**config.mk**
```make
export PLATFORM = sky130hd
export DESIGN_NAME = draw_sequencer
export DESIGN_NICKNAME = d
export VERILOG_FILES = /design/src/rtl/draw_sequencer.sv
export SDC_FILE = /design/constraint.sdc
export NUM_CORES = 1
export LEC_CHECK = 0
export CELL_PAD_IN_SITES_DETAIL_PLACEMENT = 1
export CELL_PAD_IN_SITES_GLOBAL_PLACEMENT = 1
export CORE_MARGIN = 2
export CORE_UTILIZATION = 38
export CTS_CLUSTER_DIAMETER = 100
export CTS_CLUSTER_SIZE = 40
export DETAILED_ROUTE_END_ITERATION = 7
export PLACE_DENSITY = 0.73
export SYNTH_ARGS = -nofsm -noshare
export SYNTH_HDL_FRONTEND = slang
export SYNTH_SLANG_ARGS = --single-unit
export TNS_END_PERCENT = 1
```
**constraint.sdc**
```tcl
create_clock -name clk -period 2.2 [get_ports clk]
set_input_delay 0.44 -clock clk [delete_from_list [all_inputs] [get_ports clk]]
set_output_delay 0.44 -clock clk [all_outputs]
set_load 0.02 [all_outputs]
```
**src/rtl/draw_sequencer.sv**
```systemverilog
// rtl/draw_sequencer.sv - per-frame erase/draw pass sequencer feeding the shared sprite drawer
module draw_sequencer #(
    parameter int NUM_OBJ = 6,
    parameter int IDX_W   = 4
) (
    input  logic               clk,
    input  logic               resetn,
    input  logic               frame_start,
    input  logic [NUM_OBJ-1:0] obj_active,
    input  logic               erase_en,
    input  logic               done,
    output logic [IDX_W-1:0]   obj_idx,
    output logic               draw_req,
    output logic               erase_mode,
    output logic               busy,
    output logic               frame_done
);

    localparam logic [2:0] S_IDLE   = 3'd0;
    localparam logic [2:0] S_SCAN   = 3'd1;
    localparam logic [2:0] S_REQ    = 3'd2;
    localparam logic [2:0] S_WAIT   = 3'd3;
    localparam logic [2:0] S_FINISH = 3'd4;

    localparam logic [IDX_W-1:0] LAST_IDX = IDX_W'(NUM_OBJ);

    logic [2:0]               state;
    logic [IDX_W-1:0]         idx;
    logic [NUM_OBJ-1:0]       mask_q;
    logic                     pass_erase;
    logic [(1<<IDX_W)-1:0]    mask_ext;

    // Zero-extend so idx == NUM_OBJ indexes a defined bit; that case is handled before the lookup.
    always_comb begin
        mask_ext = '0;
        mask_ext[NUM_OBJ-1:0] = mask_q;
    end

    always_ff @(posedge clk or negedge resetn) begin
        if (!resetn) begin
            state      <= S_IDLE;
            idx        <= '0;
            mask_q     <= '0;
            pass_erase <= 1'b0;
        end else begin
            case (state)
                S_IDLE: begin
                    if (frame_start) begin
                        mask_q     <= obj_active;
                        idx        <= '0;
                        pass_erase <= erase_en;
                        state      <= S_SCAN;
                    end
                end
                S_SCAN: begin
                    if (idx == LAST_IDX) begin
                        if (pass_erase) begin
                            pass_erase <= 1'b0;
                            idx        <= '0;
                        end else begin
                            idx   <= '0;
                            state <= S_FINISH;
                        end
                    end else if (mask_ext[idx]) begin
                        state <= S_REQ;
                    end else begin
                        idx <= idx + 1'b1;
                    end
                end
                S_REQ: begin
                    state <= S_WAIT;
                end
                S_WAIT: begin
                    if (done) begin
                        idx   <= idx + 1'b1;
                        state <= S_SCAN;
                    end
                end
                S_FINISH: begin
                    state <= S_IDLE;
                end
                default: begin
                    state <= S_IDLE;
                end
            endcase
        end
    end

    assign obj_idx    = idx;
    assign draw_req   = (state == S_REQ);
    assign busy       = (state != S_IDLE);
    assign frame_done = (state == S_FINISH);
    assign erase_mode = pass_erase &&
                        ((state == S_SCAN) || (state == S_REQ) || (state == S_WAIT));

endmodule

```
### After elaboration in Yosys (flattened, before gate mapping)

Index checks and enable logic that the tools add are counted.

* logic and storage cells: 44
* output and inout bits: 8
* bits of input ports: 11
* register bits after elaboration: 14

* reduce and logical (&&, ||, !) cells: 11
* $add $sub $neg: 1
* magnitude comparators: 1
* eq/ne operators: 11
* muxes and demuxes: 16

Operators with widths (number)
* 4-bit two-way mux: 4
* 3-bit two-way mux: 5
* 3-bit one-hot mux with 4 select lines: 1
* 4-bit one-hot mux with 3 select lines: 1
* 3-bit != test, second input constant: 3
* 4-bit AND reduction: 2
* 3-bit by 2-bit equality test with 1-bit output, second input constant: 2
* 2-bit != test, second input constant: 3
* 3-bit nonzero test: 2
* 4-bit by 5-bit < comparator with 1-bit output, second input constant: 1
* 4-bit by 1-bit adder with 4-bit output, second input constant: 1
* 1-bit binary-select mux with 4-bit select: 1
* 4-bit by 3-bit equality test with 1-bit output, second input constant: 1
* 3-bit by 1-bit equality test with 1-bit output, second input constant: 1
* 3-bit equality test, second input constant: 1
* 3-bit logical NOT: 1
* 1-bit two-way mux: 3
* 3-bit AND reduction: 1
* 1-bit logical OR: 2
* 1-bit one-hot mux with 2 select lines: 1
* 2-bit AND reduction: 1
* 2-bit nonzero test: 1
* 1-bit logical AND: 1

### Depth between registers and ports, before layout

* depth in word-level cells: 5
* gate-level depth with buffers: 6
* depth with buffers taken out: 6

### Least setup slack after synthesis

Ideal clock, no wire load.

* path type: reg-to-reg
* start point: register idx[0], in the netlist obj_idx[0]
* end point: register idx[0], in the netlist obj_idx[0]
* path buffers: 0
* arrival time: 1.730 ns
* setup slack: 0.343 ns
* clock period less this slack: 1.857 ns
* library setup time: 0.128 ns
* data required time: 2.072 ns
* cell stages (with the launch flop): 7
* cells stage by stage: dfrtp_1 -> inv_1 -> ha_1 -> nand3b_1 -> nand4b_1 -> a22oi_2 -> mux2_1

* longest elaborated chain between the ends: 4
* elaborated cells between the ends (all ways): 10
* classes of those cells: add/sub (1); eq/ne (2); mux (6); reduce/logical (1)

Ends and longest elaborated chain
* start: declaration: line 28 `logic [IDX_W-1:0] idx;`
* start signal: assignment: line 67 `idx <= idx + 1'b1;`
* start signal: assignment: line 75 `idx <= idx + 1'b1;`
* 4-bit by 1-bit adder with 4-bit output or 1-bit binary-select mux with 4-bit select (tied branches): line 67, 75, 64
* 4-bit two-way mux or 1-bit two-way mux (tied branches): line 64 `end else if (mask_ext[idx]) begin`
* 4-bit two-way mux or 3-bit != test (tied branches)
* 4-bit one-hot mux with 3 select lines or 4-bit AND reduction (tied branches)

Several ways; a longest one is shown, not always the timed one. The select of a mux whose other input is x is not followed.
A chain may end at the register's enable or synchronous reset.

### Worst setup path after layout

* start point: register state[1]
* end point: output port erase_mode

* longest elaborated chain between the ends: 4
* elaborated cells between the ends (all ways): 6
* classes of those cells: eq/ne (3); reduce/logical (3)

Ends and longest elaborated chain
* start: declaration: line 27 `logic [2:0] state;`
* start signal: assignment: line 41 `state <= S_IDLE;`
* start signal: assignment: line 52 `state <= S_SCAN;`
* start signal: assignment: line 62 `state <= S_FINISH;`
* 3-bit by 1-bit equality test with 1-bit output or 3-bit by 2-bit equality test with 1-bit output (tied branches): line 94 `((state == S_SCAN) || (state == S_REQ) || (state == S_WAIT));`
* 1-bit logical OR: line 94
* 1-bit logical OR *: line 94
* 1-bit logical AND *: line 93 `assign erase_mode = pass_erase &&`
* end: declaration: line 14 `output logic erase_mode,`

Every way passes the cells marked *; elsewhere a longest branch is shown, timed or not.

==> impl_metrics.toml <==
[drt]
avgViaCountPerCell = 5.50
drc = 0
wl_per_cell_um = 15.9
firstDrtPassIters = 5
drtIter0Drc = 14
vias = 764
drt-total-wl_um = 2210
ant_nets = 0

[synthesis]
yosys.area.top_type = "dfrtp_1"
synthTopCellsByArea = "dfrtp_1, mux2_1, a21oi_1"
synth_nets = 101
synth_seq_cells = 14
postSynth.asyncResetShare = 1.00
ys_dominant_reg_cell = "dfrtp_1"
ys_types = 40
ys_warn_count = 0
syn-cell-area_um2 = 920
postSynthCellCount = 88
seq_area_frac_synth = 0.381
synth_edf_count = 0
synth.avg_cell_area_um2 = 10.5
yosysTopAreaCellShare = 0.381

[global_routing]
antenna_found_initial = 0
grt_max_degree = 15
grt_pass1_wl_um = 3750
grt.overflow.total = 0
grt_pass1_vias = 801
grt.total_usage = 0.188

[critical_path]
rrSetupSlack_ps = 420
startpoint_type = "flip-flop"
cp_data_arrival_time_ps = 1680
r2r_end = "obj_idx[1]"
r2r_start = "obj_idx[0]"
worstPathRequired_ps = 1760
endpoint_kind = "output port"
crit_fanout = 10
path_class = "reg -> out"
reg2reg_depth = 6

[timing]
min_period_ps = 2120
setup_viol = 0
rsz0062_at_grt = "false"
tightest_slew_ps = 649
timing.fmax_mhz = 472
slew_violations = 0
relSlewSlack = 0.566
skew_ps = 1.54
setup_tns_ps = 0
hold_violations = 0
finalCritPeriodShare = 0.962

[clock_network]
clk-insertion-delay-late_ps = 280
clockBufferDepth = 2
cts_setup_buffers = 0
clock-sinks = 14
root_buffer = "clkbuf_4"
htreeDepth = 1
cts_buffers = 3
cts_tree = "done"
ctsHoldBuffers = 0
path_clk_slew_ps = 90

[hold_path]
hold_path_end = "mask_q[5]"
hold-path-cell-count = 1
min-delay-start = "mask_q[5]"
hp-class = "reg -> reg"

[power]
swShare = 0.428
leakage_nw = 0.519
p_int_mw = 0.983
max-vdd-ir-drop_v = 0.000764
power_frac_comb = 0.590
power_frac_seq = 0.297
power.density_nw_per_um2 = 1460
power_switching_mw = 0.735
clkPwrFrac = 0.112

[finish]
final_nets = 125
final_cells = 139
fillers = 266
area_growth_pct = 28.2
n_antenna_cell = 0
final_common_cell = "clkdlybuf4s50_1"
drive_gt1_frac = 0.207
final_cell_mix = "clkdlybuf4s50_1, dfrtp_1, mux2_1"

[placement]
hpwl_um = 1720
gp_congestion = 0.808
io_buffers = 18
place_inst = 135

[die]
die_area_um2 = 2830
die_h_um = 53.2
pin_count = 19
start_util = 0.408
rows = 17
die_x_um = 53.2
core-area_um2 = 2250

[run_status]
status = "finished clean"

[flow_run]
cap_violations = 0
worst max-delay path, cell delays in order, from the launching register on:
cell	delay [ps]
dfrtp_2	470
nor2_1	90
nor3b_1	200
clkdlybuf4s50_1	630
routing by layer:
metal	vias up	track usage	wire length (µm)
met5	-	0	0
met1	368	0.246	1030
met4	0	0.0641	30
met3	4	0.0254	87
met2	21	0.315	1070
li1	371	-	-
Yosys cell counts (2+ instances only):
| library cell | instances |
|---|---|
| or3_1 | 2 |
| ha_1 | 2 |
| nor3b_1 | 2 |
| nor3_1 | 3 |
| nand2_1 | 6 |
| a21oi_1 | 5 |
| dfrtp_1 | 14 |
| inv_1 | 4 |
| buf_6 | 2 |
| mux2_1 | 8 |
| nor2_1 | 4 |
| nand3b_1 | 2 |
| nand3_1 | 3 |
| o21ai_0 | 3 |
| and2b_2 | 2 |
| mux2_2 | 2 |
sequential cells by signal, indices dropped and copies added (netlist names):
signal      flops
obj_idx         4
state           3
mask_q          6
pass_erase      1
power by group through the flow:
stage / Sequential [mW] / Clock [mW] / Combinational, mW
2_1_floorplan: 0.515 / 0 / 0.705
3_3_place_gp: 0.501 / 0 / 0.994
3_5_place_dp: 0.512 / 0 / 1.02
4_1_cts: 0.509 / 0.196 / 1.03
5_1_grt: 0.531 / 0.205 / 1.12
6_report: 0.511 / 0.193 / 1.01
worst max path at each step:
stage                      startpoint         end  slack [ps]  cells after the start
final                        state[1]  erase_mode          80                      3
after global routing         state[1]  frame_done           5                      3
after CTS                    state[0]  erase_mode          10                      3
after detailed placement  frame_start  obj_idx[0]         160                      5
after global placement    frame_start  obj_idx[0]         190                      5
after floorplan            obj_idx[0]  obj_idx[0]         340                      6
layout make-up:
type	instances	area [µm²]	area share
clock buffers	4	36.3	0.0308
inverters	4	15.0	0.0127
multi-input cells	67	528	0.448
flip-flops and latches	14	353	0.299
well taps	28	35.0	0.0297
repair buffers	22	211	0.179
stage by stage:
step                hold slack, ps  utilization  setup WS [ps]  total power, mW  cell area (µm²)
CTS                            509        0.521           12.2             1.73             1170
detailed placement             488        0.505            160             1.54             1140
global placement               469        0.505            192             1.49             1140
finish                         503        0.523           82.9             1.72             1180
floorplan                      144            -            343             1.22              920
global route                   532        0.523           4.50             1.86             1180
logic make-up after synthesis:
logic type,count (synthesis),synth area share
flip-flops,14,0.381
buffers and inverters,7,0.0449
AO/OA/AOI/OAI,21,0.190
adder cells (fa/ha/maj),2,0.0272
multiplexers,11,0.139
AND/OR/NAND/NOR,33,0.218
repair_timing:
action,CTS,global route
setup endpoints to repair,3,3
gates resized for setup,2,2
gates cloned,0,0
No activity file was read; power rests on OpenSTA's default activity.
